**src/rtl/spi_reg_write_arbiter.sv**
```systemverilog
// PWM/output-enable config register bank with a single write port
// shared between NUM_REQ requesters by round-robin arbitration.
module spi_reg_write_arbiter #(
  parameter int NUM_REQ  = 2,
  parameter int ADDR_W   = 7,
  parameter int DATA_W   = 8,
  parameter int MAX_ADDR = 4,
  parameter int GW       = $clog2(NUM_REQ)
) (
  input  logic                      clk,
  input  logic                      rst,
  input  logic [NUM_REQ-1:0]        req_valid,
  input  logic [NUM_REQ*ADDR_W-1:0] req_addr,
  input  logic [NUM_REQ*DATA_W-1:0] req_data,
  output logic [NUM_REQ-1:0]        req_ready,
  output logic [15:0]               en_reg_out,
  output logic [15:0]               en_reg_pwm,
  output logic [7:0]                pwm_duty_cycle,
  output logic                      wr_done,
  output logic [GW-1:0]             wr_grant,
  output logic                      wr_err
);

  typedef enum logic {IDLE, WRITE} state_t;

  state_t              state;
  logic [GW-1:0]       last_grant;
  logic [GW-1:0]       hold_idx;
  logic [ADDR_W-1:0]   hold_addr;
  logic [DATA_W-1:0]   hold_data;

  logic                found;
  logic [GW-1:0]       pick;
  logic [GW-1:0]       cand;
  int                  idx;
  logic [ADDR_W-1:0]   sel_addr;
  logic [DATA_W-1:0]   sel_data;

  // Search starts just after the last winner so nobody is starved.
  always_comb begin
    found = 1'b0;
    pick  = '0;
    cand  = '0;
    idx   = 0;
    for (int k = 1; k <= NUM_REQ; k++) begin
      idx  = (int'(last_grant) + k) % NUM_REQ;
      cand = GW'(idx);
      if (!found && req_valid[cand]) begin
        found = 1'b1;
        pick  = cand;
      end
    end
  end

  assign sel_addr = req_addr[int'(pick)*ADDR_W +: ADDR_W];
  assign sel_data = req_data[int'(pick)*DATA_W +: DATA_W];

  always_ff @(posedge clk or posedge rst) begin
    if (rst) begin
      state          <= IDLE;
      last_grant     <= GW'(NUM_REQ-1);
      hold_idx       <= '0;
      hold_addr      <= '0;
      hold_data      <= '0;
      req_ready      <= '0;
      wr_done        <= 1'b0;
      wr_grant       <= '0;
      wr_err         <= 1'b0;
      en_reg_out     <= '0;
      en_reg_pwm     <= '0;
      pwm_duty_cycle <= '0;
    end else begin
      case (state)
        IDLE: begin
          req_ready <= '0;
          wr_done   <= 1'b0;
          wr_grant  <= '0;
          wr_err    <= 1'b0;
          if (found) begin
            hold_idx  <= pick;
            hold_addr <= sel_addr;
            hold_data <= sel_data;
            req_ready <= NUM_REQ'(1) << pick;
            wr_done   <= 1'b1;
            wr_grant  <= pick;
            wr_err    <= sel_addr > ADDR_W'(MAX_ADDR);
            state     <= WRITE;
          end
        end
        WRITE: begin
          req_ready  <= '0;
          wr_done    <= 1'b0;
          wr_grant   <= '0;
          wr_err     <= 1'b0;
          last_grant <= hold_idx;
          state      <= IDLE;
          // wr_err still holds this transfer's out-of-range flag
          if (!wr_err) begin
            case (hold_addr)
              ADDR_W'(0): en_reg_out[7:0]  <= hold_data[7:0];
              ADDR_W'(1): en_reg_out[15:8] <= hold_data[7:0];
              ADDR_W'(2): en_reg_pwm[7:0]  <= hold_data[7:0];
              ADDR_W'(3): en_reg_pwm[15:8] <= hold_data[7:0];
              ADDR_W'(4): pwm_duty_cycle   <= hold_data[7:0];
              default: ;
            endcase
          end
        end
        default: state <= IDLE;
      endcase
    end
  end

endmodule
```
**config.mk**
```make
export PLATFORM = sky130hd
export DESIGN_NAME = spi_reg_write_arbiter
export DESIGN_NICKNAME = d
export VERILOG_FILES = /design/src/rtl/spi_reg_write_arbiter.sv
export SDC_FILE = /design/constraint.sdc
export NUM_CORES = 1
export LEC_CHECK = 0
export BUFFER_PORTS_ARGS = -buffer_cell sky130_fd_sc_hd__buf_2
export CORE_ASPECT_RATIO = 1.2
export CORE_MARGIN = 3
export CORE_UTILIZATION = 50
export CTS_CLUSTER_SIZE = 30
export DETAILED_ROUTE_END_ITERATION = 12
export PLACE_DENSITY = 0.83
export REMOVE_ABC_BUFFERS = 1
export SLEW_MARGIN = 30
export SYNTH_ARGS = -nofsm -noshare
export SYNTH_HDL_FRONTEND = slang
export SYNTH_SLANG_ARGS = --single-unit
export TNS_END_PERCENT = 20
```
**constraint.sdc**
```tcl
create_clock -name clk -period 2.24 [get_ports clk]
set_input_delay 0.336 -clock clk [delete_from_list [all_inputs] [get_ports clk]]
set_output_delay 0.336 -clock clk [all_outputs]
set_load 0.01 [all_outputs]
```
==> Word level (Yosys, flattened, before mapping) <==
Cells that the tools add are included.
{ "classes": {"bitwise": 2, "magnitude_cmp": 3, "multipliers": 1, "div_mod_pow": 0, "n_eq_ne": 4, "n_reduce_logical": 9, "addsub": 2, "mux": 16, "shift": 3} }
{ "op_table": {"columns": ["op", "count"], "rows": [
  ["indexed part select 16 x 5 -> 8 bit", 1],
  ["AND reduction 3 bit", 5],
  ["== test 7 x 2 -> 1 bit (second input constant)", 2],
  ["indexed part select 14 x 5 -> 7 bit", 1],
  ["2-to-1 mux 1 bit", 11],
  ["== test 7 x 1 -> 1 bit (second input constant)", 1],
  ["== test 7 x 3 -> 1 bit (second input constant)", 1],
  ["greater-than comparator 7 x 3 -> 1 bit (second input constant)", 1],
  ["logical NOT 7 bit", 1],
  ["case mux 1 bit (2 select lines)", 3],
  ["less-than comparator 1 x 2 -> 1 bit (second input constant)", 2],
  ["multiplier 1 x 3 -> 4 bit (second input constant)", 1],
  ["case mux 2 bit (2 select lines)", 1],
  ["adder 1 bit (second input constant)", 2],
  ["2-to-1 mux 2 bit", 1],
  ["NOT 1 bit", 2],
  ["AND reduction 2 bit", 1],
  ["<< shifter 1 x 1 -> 2 bit (first input constant)", 1],
  ["logical AND 1 bit", 1],
  ["logical NOT 1 bit", 1]
]} }
{ "totals": {"regBits": 62, "n_memories": 0, "ram_bits": 0, "mem_bits_ro": 0, "wordCells": 53, "input_bits": 34, "latch_bits": 0} }

==> Logic depth before layout (Yosys ltp) <==
Gate-level depths: netlist (run 1).
{ "depth": {"ltp_word": 12, "depth_mapped": 5, "depth_no_buf": 3} }

==> Worst setup path after synthesis (run 1) <==
Ideal clock, no wire load.
{ "synth_timing": {"path_type": "register to register", "startpoint": "register hold_addr[2]", "endpoint": "register en_reg_pwm[10]", "arrival_time_ns": 1.473, "stages_incl_launch_ff": 5, "slack_ns": 0.643, "cell_sequence": "dfrtp_1 nor4_4 and4_1 buf_6 mux2_2"} }
{ "synth_via": {"elab_chain_len": 2} }
{ "synth_lines": {"columns": ["item", "line_no", "source"], "rows": [
  ["from (decl)", "29", "logic [ADDR_W-1:0] hold_addr;"],
  ["from (signal assigned)", "81", "hold_addr <= sel_addr;"],
  ["== test 7 x 2 -> 1 bit", "99", "case (hold_addr)"],
  ["AND reduction 3 bit (no line)", null, null],
  ["to (signal assigned)", "103", "ADDR_W'(3): en_reg_pwm[15:8] <= hold_data[7:0];"],
  ["to (decl)", "17", "output logic [15:0] en_reg_pwm,"]
]} }
Every way passes these cells.
A chain may end at the register's enable or synchronous reset.

==> Worst setup path after layout (run 1) <==
{ "layout_timing": {"startpoint": "register hold_addr[2]", "endpoint": "register en_reg_pwm[12]"} }
Same word-level chain as after synthesis.

==> summary.txt, run 1 <==
status = finished, final reports clean
vias in the first global route = 1732
combinational family with the most area after synthesis = multiplexers
routability-driven placement congestion ratio = 0.724
number of pins exceeding their max-slew limit in the final report = 0
initial standard-cell utilization of the core = 0.530
number of synthesized flops with an enable pin = 0
CTS-repair resized insts = 0
First DRT Iteration DRCs = 131
global-route total usage across every layer = 0.197
number of buffer and inverter stages on the critical path = 0
critical path capture point type = register
Hold Path Class = input pin to register
R2R Path Start = hold_addr[2]
number of storage elements in the synthesis netlist = 61
slowest cell on the critical path = sky130_fd_sc_hd__and4_1
latest clock arrival within the worst-skew pair = 330 ps
CTS sink count = 61
DR pass1 iterations = 4
synthesized netlist cell count = 181
crit path launch type = register
CP Data Arrival Time = 2060 ps
logic depth of the worst setup path including buffers = 3
clock period minus worst slack = 1840 ps
detailed-route DRC error count = 0
Final Skew = 7.02 ps
first-pass GRT wire length = 8.93 mm
proportion of synthesized chip area in sequential cells = 0.610
total power after layout = 3.44 mW
number of max-cap violations = 0
leakage component of the power = 1.73 nW
post-synthesis share of cell area spent on xor and xnor gates = 0
placed wire-length estimate after detailed placement = 3.85 mm
maximum ir drop on the vdd rail = 524 uV
Inserted Diodes = 0
share of layout cells above drive strength 1 = 0.540
total count of hold-check failures in the final report = 0
full die area = 0.00590 mm2
num ports = 79
finished layout cell area = 0.00318 mm2
Final #Nets = 303
antenna-violating nets left = 0
per-instance average area after synthesis = 13.8 um2
total power density per cell area = 1080 mW/mm2
WL final = 5.38 mm
placeable core region = 0.00473 mm2
fraction of the mapped netlist area in adder cells = 0
endpoint of the worst register-to-register path = en_reg_pwm[12]
worst max-slew margin expressed relative to the limit = 0.735
count of yosys warnings during synthesis = 0
global-route congestion overflow total = 0
leading cell types in the layout, fill and taps excluded = 78 x sky130_fd_sc_hd__buf_2, 60 x sky130_fd_sc_hd__dfrtp_1, 41 x sky130_fd_sc_hd__mux2_2, 18 x sky130_fd_sc_hd__nand2_1, 18 x sky130_fd_sc_hd__o21ai_0
clock edge transition at the registers on the reported setup and hold paths = 60 ps
post-place instance area = 0.00297 mm2
TritonCTS clock tree = done
count of distinct cell types in the synthesized netlist = 24
number of buffers on the longest clock path = 2
most common library cell in the layout ignoring fill and taps = sky130_fd_sc_hd__buf_2
FP Rows = 27
post-DR wirelength/cell = 16.3 um
required time worst endpoint = 2460 ps
number of filler instances in the final layout = 367
input/output buffers = 78
area grow syn2layout = 26.9%
overall via count from detail_route = 1726
total setup violations reported at the end of the flow = 0
fraction of registers with async set or reset after synthesis = 1.00
TritonCTS Buffers = 9
CP startpoint = hold_addr[2]
CP Capture Point = en_reg_pwm[12]
CTS H-tree depth = 3
gate family responsible for the most delay along the worst path = simple AND/OR/NAND/NOR gates
Final Non-Filler Cells = 330
Multi-input gate area = 936 um2
Seq. cell area = 0.00153 mm2
Worst Path Max Fanout = 8
y dimension of the die = 83.6 um
max incr delay on CP = 500 ps
FMAX = 542 MHz
setup slack of the worst register-to-register path = 400 ps
Die Wd = 70.6 um
largest net degree at the start of global routing = 37
post-detailed-route via-to-cell ratio = 5.23
mux contribution to synthesized area = 0.244
Sum Neg Setup Slack = 0 ps
setup repair after global routing missed its margin = false
kind of critical path = register to register
Inst Count DP = 315
post-synthesis compound-gate area fraction = 0.0454
period utilization = 0.823
crit path cell chain = nor4_4, and4_1, mux2_2
root buffer cell = sky130_fd_sc_hd__clkbuf_8
path depth of the worst reg2reg path = 3
Post-Synth Simple-Gate Area = 0.0809
area of the mapped netlist = 0.00251 mm2
initial antenna violation count = 0
Least-Margin Pin Slew = 396 ps
Most used DFF post-synth = sky130_fd_sc_hd__dfrtp_1
## layer usage
| layer | track usage | part of all wire |
|---|---|---|
| met4 | 0.0718 | 0.012 |
| met5 | 0 | 0 |
| met2 | 0.325 | 0.51 |
| met3 | 0.0554 | 0.058 |
| met1 | 0.247 | 0.42 |
## registers in the layout, indices dropped and copies added, names as in the netlist
name and flops:
en_reg_out 16, en_reg_pwm 16, hold_data 8, pwm_duty_cycle 8, hold_addr 7, req_ready 2
hold_idx 1, last_grant 1, state 1, wr_err 1
## synth_stat cells, types with 2 or more instances
cell type | n | area [um2]
sky130_fd_sc_hd__buf_4 | 2 | 15.0
sky130_fd_sc_hd__nor2b_1 | 2 | 12.5
sky130_fd_sc_hd__nand4_2 | 2 | 25.0
sky130_fd_sc_hd__nor4_1 | 2 | 12.5
sky130_fd_sc_hd__nand2_1 | 18 | 67.6
sky130_fd_sc_hd__nor2_1 | 3 | 11.3
sky130_fd_sc_hd__mux2_2 | 41 | 462
sky130_fd_sc_hd__o21ai_0 | 18 | 90.1
sky130_fd_sc_hd__dfrtp_1 | 60 | 1500
sky130_fd_sc_hd__inv_1 | 2 | 7.51
sky130_fd_sc_hd__nand3_2 | 2 | 20.0
sky130_fd_sc_hd__mux2i_1 | 15 | 150
sky130_fd_sc_hd__clkbuf_1 | 3 | 11.3
## final cells by class
cell class                      count  area share
Multi-Input combinational cell    111       0.294
Timing Repair Buffer               84       0.138
Tap cell                           58      0.0228
Inverter                            2     0.00236
Sequential cell                    61       0.480
Clock buffer                       13      0.0531
Clock inverter                      1     0.00944
## logic make-up (layout without fill, tap and decap cells)
| kind of cell | count (synthesis) | after routing |
|---|---|---|
| AND/OR/NAND/NOR | 34 | 34 |
| AO/OA/AOI/OAI | 21 | 21 |
| buffers and inverters | 9 | 100 |
| flip-flops | 61 | 61 |
| multiplexers | 56 | 56 |
## through the flow
step           worst slack (ps)  hold slack (ps)   util
6_report                    396              287  0.672
5_1_grt                     283              282  0.672
4_1_cts                     387              278  0.672
3_5_place_dp                428              346  0.628
3_3_place_gp                478              343  0.628
2_1_floorplan              -397              444      -
## worst min path at each step
stage	startpoint	end	slack, ps	cells after the start
4_1_cts	req_data[1]	hold_data[1]	280	3
3_3_place_gp	rst	en_reg_pwm[2]	340	2
6_report	req_data[1]	hold_data[1]	290	3
5_1_grt	req_data[2]	hold_data[2]	280	3
2_1_floorplan	hold_idx	hold_idx	440	2
3_5_place_dp	rst	en_reg_pwm[2]	350	2
## repair_timing
item,CTS,global route
hold buffers,1,0
buffers inserted,0,0
endpoints found under the hold margin,18,0
## worst reg2reg max path, delay by kind of cell, from the launching register on
family / cells / cell delay, ps
and+or+nand+nor: 2 / 920
muxes: 1 / 390
DFF: 1 / 420
## where the power goes
part	internal, mW	leakage, nW	switching [mW]
clock	0.593	0.102	0.390
sequential	1.41	0.801	0.205
combinational	0.428	0.832	0.409
total	2.43	1.73	1.00
(Power assumes the default switching activity.)
==> run 2, diff against run 1 <==
--- a/config.mk
+++ b/config.mk
@@ -5,13 +5,14 @@
 export SDC_FILE = /design/constraint.sdc
 export NUM_CORES = 1
 export LEC_CHECK = 0
+export ABC_AREA = 1
 export BUFFER_PORTS_ARGS = -buffer_cell sky130_fd_sc_hd__buf_2
 export CORE_ASPECT_RATIO = 1.2
 export CORE_MARGIN = 3
-export CORE_UTILIZATION = 50
+export CORE_UTILIZATION = 51
 export CTS_CLUSTER_SIZE = 30
 export DETAILED_ROUTE_END_ITERATION = 12
-export PLACE_DENSITY = 0.83
+export PLACE_DENSITY = 0.84
 export REMOVE_ABC_BUFFERS = 1
 export SLEW_MARGIN = 30
 export SYNTH_ARGS = -nofsm -noshare
==> constraint.sdc (replaced) <==
create_clock -name clk -period 1.8 [get_ports clk]
set_input_delay 0.27 -clock clk [delete_from_list [all_inputs] [get_ports clk]]
set_output_delay 0.27 -clock clk [all_outputs]
set_load 0.01 [all_outputs]
==> run 2 against run 1 <==
Effect of this change:
- hold slack got worse by 120 ps
- core utilization rose by 0.65 points
- cell count rose by 23%
- fmax rose by 18%
- wire length rose by 5.5%
- design area rose by 1.7%
- global-route usage rose by 0.97 points
- register-to-register slack got worse by 150 ps
- clock skew rose by 1.2 ps
- synthesized cell count rose by 42%
==> summary.txt, run 2 <==
path depth of the worst reg2reg path = 6 (was 3)
Inst Count DP = 389 (was 315)
Sum Neg Setup Slack = 0 ps (unchanged)
cell accounting for the most synthesized area = sky130_fd_sc_hd__dfrtp_1 (unchanged)
Final #Nets = 377 (was 303)
leakage component of the power = 1.74 nW (was 1.73 nW)
Inserted Diodes = 0 (unchanged)
CTS-repair resized insts = 0 (unchanged)
Seq. cell area = 0.00153 mm2 (unchanged)
area of the mapped netlist = 0.00261 mm2 (was 0.00251 mm2)
placeable core region = 0.00476 mm2 (was 0.00473 mm2)
Worst Path Max Fanout = 16 (was 8)
number of pins exceeding their max-slew limit in the final report = 0 (unchanged)
placement-stage worst setup slack = 250 ps (was 428 ps)
number of storage elements in the synthesis netlist = 61 (unchanged)
critical path capture point type = register (unchanged)
number of max-cap violations = 0 (unchanged)
number of synthesized flops with an enable pin = 0 (unchanged)
input/output buffers = 78 (unchanged)
Int Power = 2.53 mW (was 2.43 mW)
detailed-route DRC error count = 0 (unchanged)
post-detailed-route via-to-cell ratio = 4.96 (was 5.23)
Final Skew = 8.18 ps (was 7.02 ps)
clock edge transition at the registers on the reported setup and hold paths = 60 ps (about the same)
initial antenna violation count = 0 (unchanged)
WL final = 5.68 mm (was 5.38 mm)
most numerous cell in the Yosys netlist = sky130_fd_sc_hd__nand2_1 (was sky130_fd_sc_hd__dfrtp_1)
total power after layout = 3.72 mW (was 3.44 mW)
status = finished, final reports clean (unchanged)
hold path depth = 3 (unchanged)
# hold bufs at CTS = 1 (unchanged)
top cell type's share of synthesized area = 0.575 (was 0.599)
post-DR wirelength/cell = 14.0 um (was 16.3 um)
R2R Path Start = hold_addr[5] (was hold_addr[2])
TritonCTS Buffers = 9 (unchanged)
latest clock arrival within the worst-skew pair = 330 ps (about the same)
endpoint of the worst register-to-register path = en_reg_pwm[11] (was en_reg_pwm[12])
antenna-violating nets left = 0 (unchanged)
endpoint of the worst hold-timing path = hold_data[3] (was hold_data[1])
Top Registers = en_reg_out (16), en_reg_pwm (16) (unchanged)
Final Non-Filler Cells = 406 (was 330)
synthesized netlist cell count = 257 (was 181)
required time worst endpoint = 2010 ps (was 2460 ps)
sequential group share of total power = 0.472 (was 0.470)
worst max-slew margin expressed relative to the limit = 0.626 (was 0.735)
crit path launch type = register (unchanged)
initial standard-cell utilization of the core = 0.548 (was 0.530)
maximum ir drop on the vdd rail = 633 uV (was 524 uV)
routability-driven placement congestion ratio = 0.787 (was 0.724)
post-CTS setup-driven buffer insertion count = 0 (unchanged)
setup slack of the worst register-to-register path = 240 ps (was 400 ps)
TritonCTS clock tree = done (unchanged)
fraction of registers with async set or reset after synthesis = 1.00 (unchanged)
top cells by instance count after synthesis = 83 x sky130_fd_sc_hd__nand2_1, 60 x sky130_fd_sc_hd__dfrtp_1, 33 x sky130_fd_sc_hd__o21ai_2 (was 60 x sky130_fd_sc_hd__dfrtp_1, 41 x sky130_fd_sc_hd__mux2_2, 18 x sky130_fd_sc_hd__nand2_1, 18 x sky130_fd_sc_hd__o21ai_0, 15 x sky130_fd_sc_hd__mux2i_1)
switching share of total power = 0.320 (was 0.292)
post-route setup slack = 243 ps (was 396 ps)
Most used DFF post-synth = sky130_fd_sc_hd__dfrtp_1 (unchanged)
total power density per cell area = 1150 mW/mm2 (was 1080 mW/mm2)
largest net degree at the start of global routing = 27 (was 37)
count of distinct cell types in the synthesized netlist = 24 (unchanged)
CTS sink count = 61 (unchanged)
Multi-input gate area = 938 um2 (was 936 um2)
most common library cell in the layout ignoring fill and taps = sky130_fd_sc_hd__nand2_1 (was sky130_fd_sc_hd__buf_2)
total setup violations reported at the end of the flow = 0 (unchanged)
period utilization = 0.865 (was 0.823)
Hold Path Class = input pin to register (unchanged)
number of buffers on the longest clock path = 2 (unchanged)
per-instance average area after synthesis = 10.2 um2 (was 13.8 um2)
share of layout cells above drive strength 1 = 0.417 (was 0.540)
number of filler instances in the final layout = 377 (was 367)
global-route total usage across every layer = 0.207 (was 0.197)
proportion of synthesized chip area in sequential cells = 0.585 (was 0.610)
first-pass GRT wire length = 9.60 mm (was 8.93 mm)
Die Wd = 71.3 um (was 70.6 um)
setup repair after global routing missed its margin = false (unchanged)
Worst Hold Launch = req_data[3] (was req_data[1])
root buffer cell = sky130_fd_sc_hd__clkbuf_8 (unchanged)
Least-Margin Pin Slew = 560 ps (was 396 ps)
FP Rows = 27 (unchanged)
placed wire-length estimate after detailed placement = 4.16 mm (was 3.85 mm)
y dimension of the die = 84.4 um (was 83.6 um)
kind of critical path = register to register (unchanged)
count of yosys warnings during synthesis = 0 (unchanged)
top post-synthesis cells by area = sky130_fd_sc_hd__dfrtp_1 57%, sky130_fd_sc_hd__nand2_1 12%, sky130_fd_sc_hd__o21ai_2 11% (was sky130_fd_sc_hd__dfrtp_1 60%, sky130_fd_sc_hd__mux2_2 18%, sky130_fd_sc_hd__mux2i_1 6.0%)
area grow syn2layout = 23.9% (was 26.9%)
DR pass1 iterations = 4 (unchanged)
global-route congestion overflow total = 0 (unchanged)
full die area = 0.00602 mm2 (was 0.00590 mm2)
total count of hold-check failures in the final report = 0 (unchanged)
overall via count from detail_route = 2013 (was 1726)
clock power share = 0.290 (was 0.286)
First DRT Iteration DRCs = 84 (was 131)
clock period minus worst slack = 1560 ps (was 1840 ps)
FMAX = 642 MHz (was 542 MHz)
num ports = 79 (unchanged)
leading cell types in the layout, fill and taps excluded = 83 x sky130_fd_sc_hd__nand2_1, 78 x sky130_fd_sc_hd__buf_2, 60 x sky130_fd_sc_hd__dfrtp_1, 33 x sky130_fd_sc_hd__o21ai_2, 16 x sky130_fd_sc_hd__inv_1 (was 78 x sky130_fd_sc_hd__buf_2, 60 x sky130_fd_sc_hd__dfrtp_1, 41 x sky130_fd_sc_hd__mux2_2, 18 x sky130_fd_sc_hd__nand2_1, 18 x sky130_fd_sc_hd__o21ai_0)
CTS H-tree depth = 3 (unchanged)
switching power = 1.19 mW (was 1.00 mW)
vias in the first global route = 2038 (was 1732)
CP Data Arrival Time = 1760 ps (was 2060 ps)
final core utilization = 0.679 (was 0.672)
Gate power share = 0.238 (was 0.244)
[run 2: cell types whose count changed in the layout (fill, tap and decap cells not counted), sizes merged, moves of 8 or more]
cell	previous run	this run
mux2	41	0
o211ai	0	8
mux2i	15	0
inv	2	18
o21ai	18	49
nor2	3	14
nand2	18	87
[run 2: worst max-delay path by stage]
stage | from | endpoint | slack [ps] | depth (start not counted)
3_3_place_gp | hold_addr[5] | en_reg_pwm[9] | 300 | 6
3_5_place_dp | hold_addr[5] | en_reg_pwm[10] | 250 | 6
4_1_cts | hold_addr[5] | en_reg_pwm[11] | 240 | 6
5_1_grt | hold_addr[5] | en_reg_pwm[11] | 120 | 6
6_report | hold_addr[5] | en_reg_pwm[11] | 240 | 6
2_1_floorplan | rst | en_reg_out[0] | 20 | 1
[run 2: per-layer routing]
metal,track usage,share of wire
met5,0,0
met4,0.0838,0.011
met3,0.0515,0.060
met2,0.323,0.47
met1,0.276,0.46
[run 2: cell families (layout without fill, tap and decap cells)]
logic type             Yosys count  count (layout)  synth area share
DFF                             61              61             0.585
AOI/OAI and AO/OA               60              60             0.172
buffers and inverters           27             118            0.0556
and+or+nand+nor                109             109             0.188
[run 2: area by class of cell]
class	instances	area share
inverter	18	0.0209
clock inverter	4	0.00696
timing repair buffer	84	0.139
tap	58	0.0224
multi-input combinational	169	0.290
sequential	61	0.472
clock buffer	12	0.0480
[run 2: worst max-delay path, cell delays in order, from the launching register on]
cell                      delay [ps]
sky130_fd_sc_hd__dfrtp_1         380
sky130_fd_sc_hd__nor2_1          100
sky130_fd_sc_hd__nand2_1         120
sky130_fd_sc_hd__nor2_1          290
sky130_fd_sc_hd__nand2_2         320
sky130_fd_sc_hd__nand2_1         170
sky130_fd_sc_hd__o21ai_2          60
[run 2: per-stage QoR]
stage / instance area, um2 / hold WS, ps
final: 3230 / 169
after global routing: 3230 / 171
after CTS: 3230 / 149
after detailed placement: 3050 / 353
after global placement: 3050 / 354
after floorplan: 2530 / 408
[run 2: power groups by stage]
stage               registers, mW  clock network [mW]  logic, mW
floorplan                    1.85                   0      0.480
global placement             1.77                   0      0.876
detailed placement           1.78                   0      0.901
CTS                          1.76                1.10      0.905
global route                 1.78                1.17       1.00
finish                       1.76                1.08      0.888
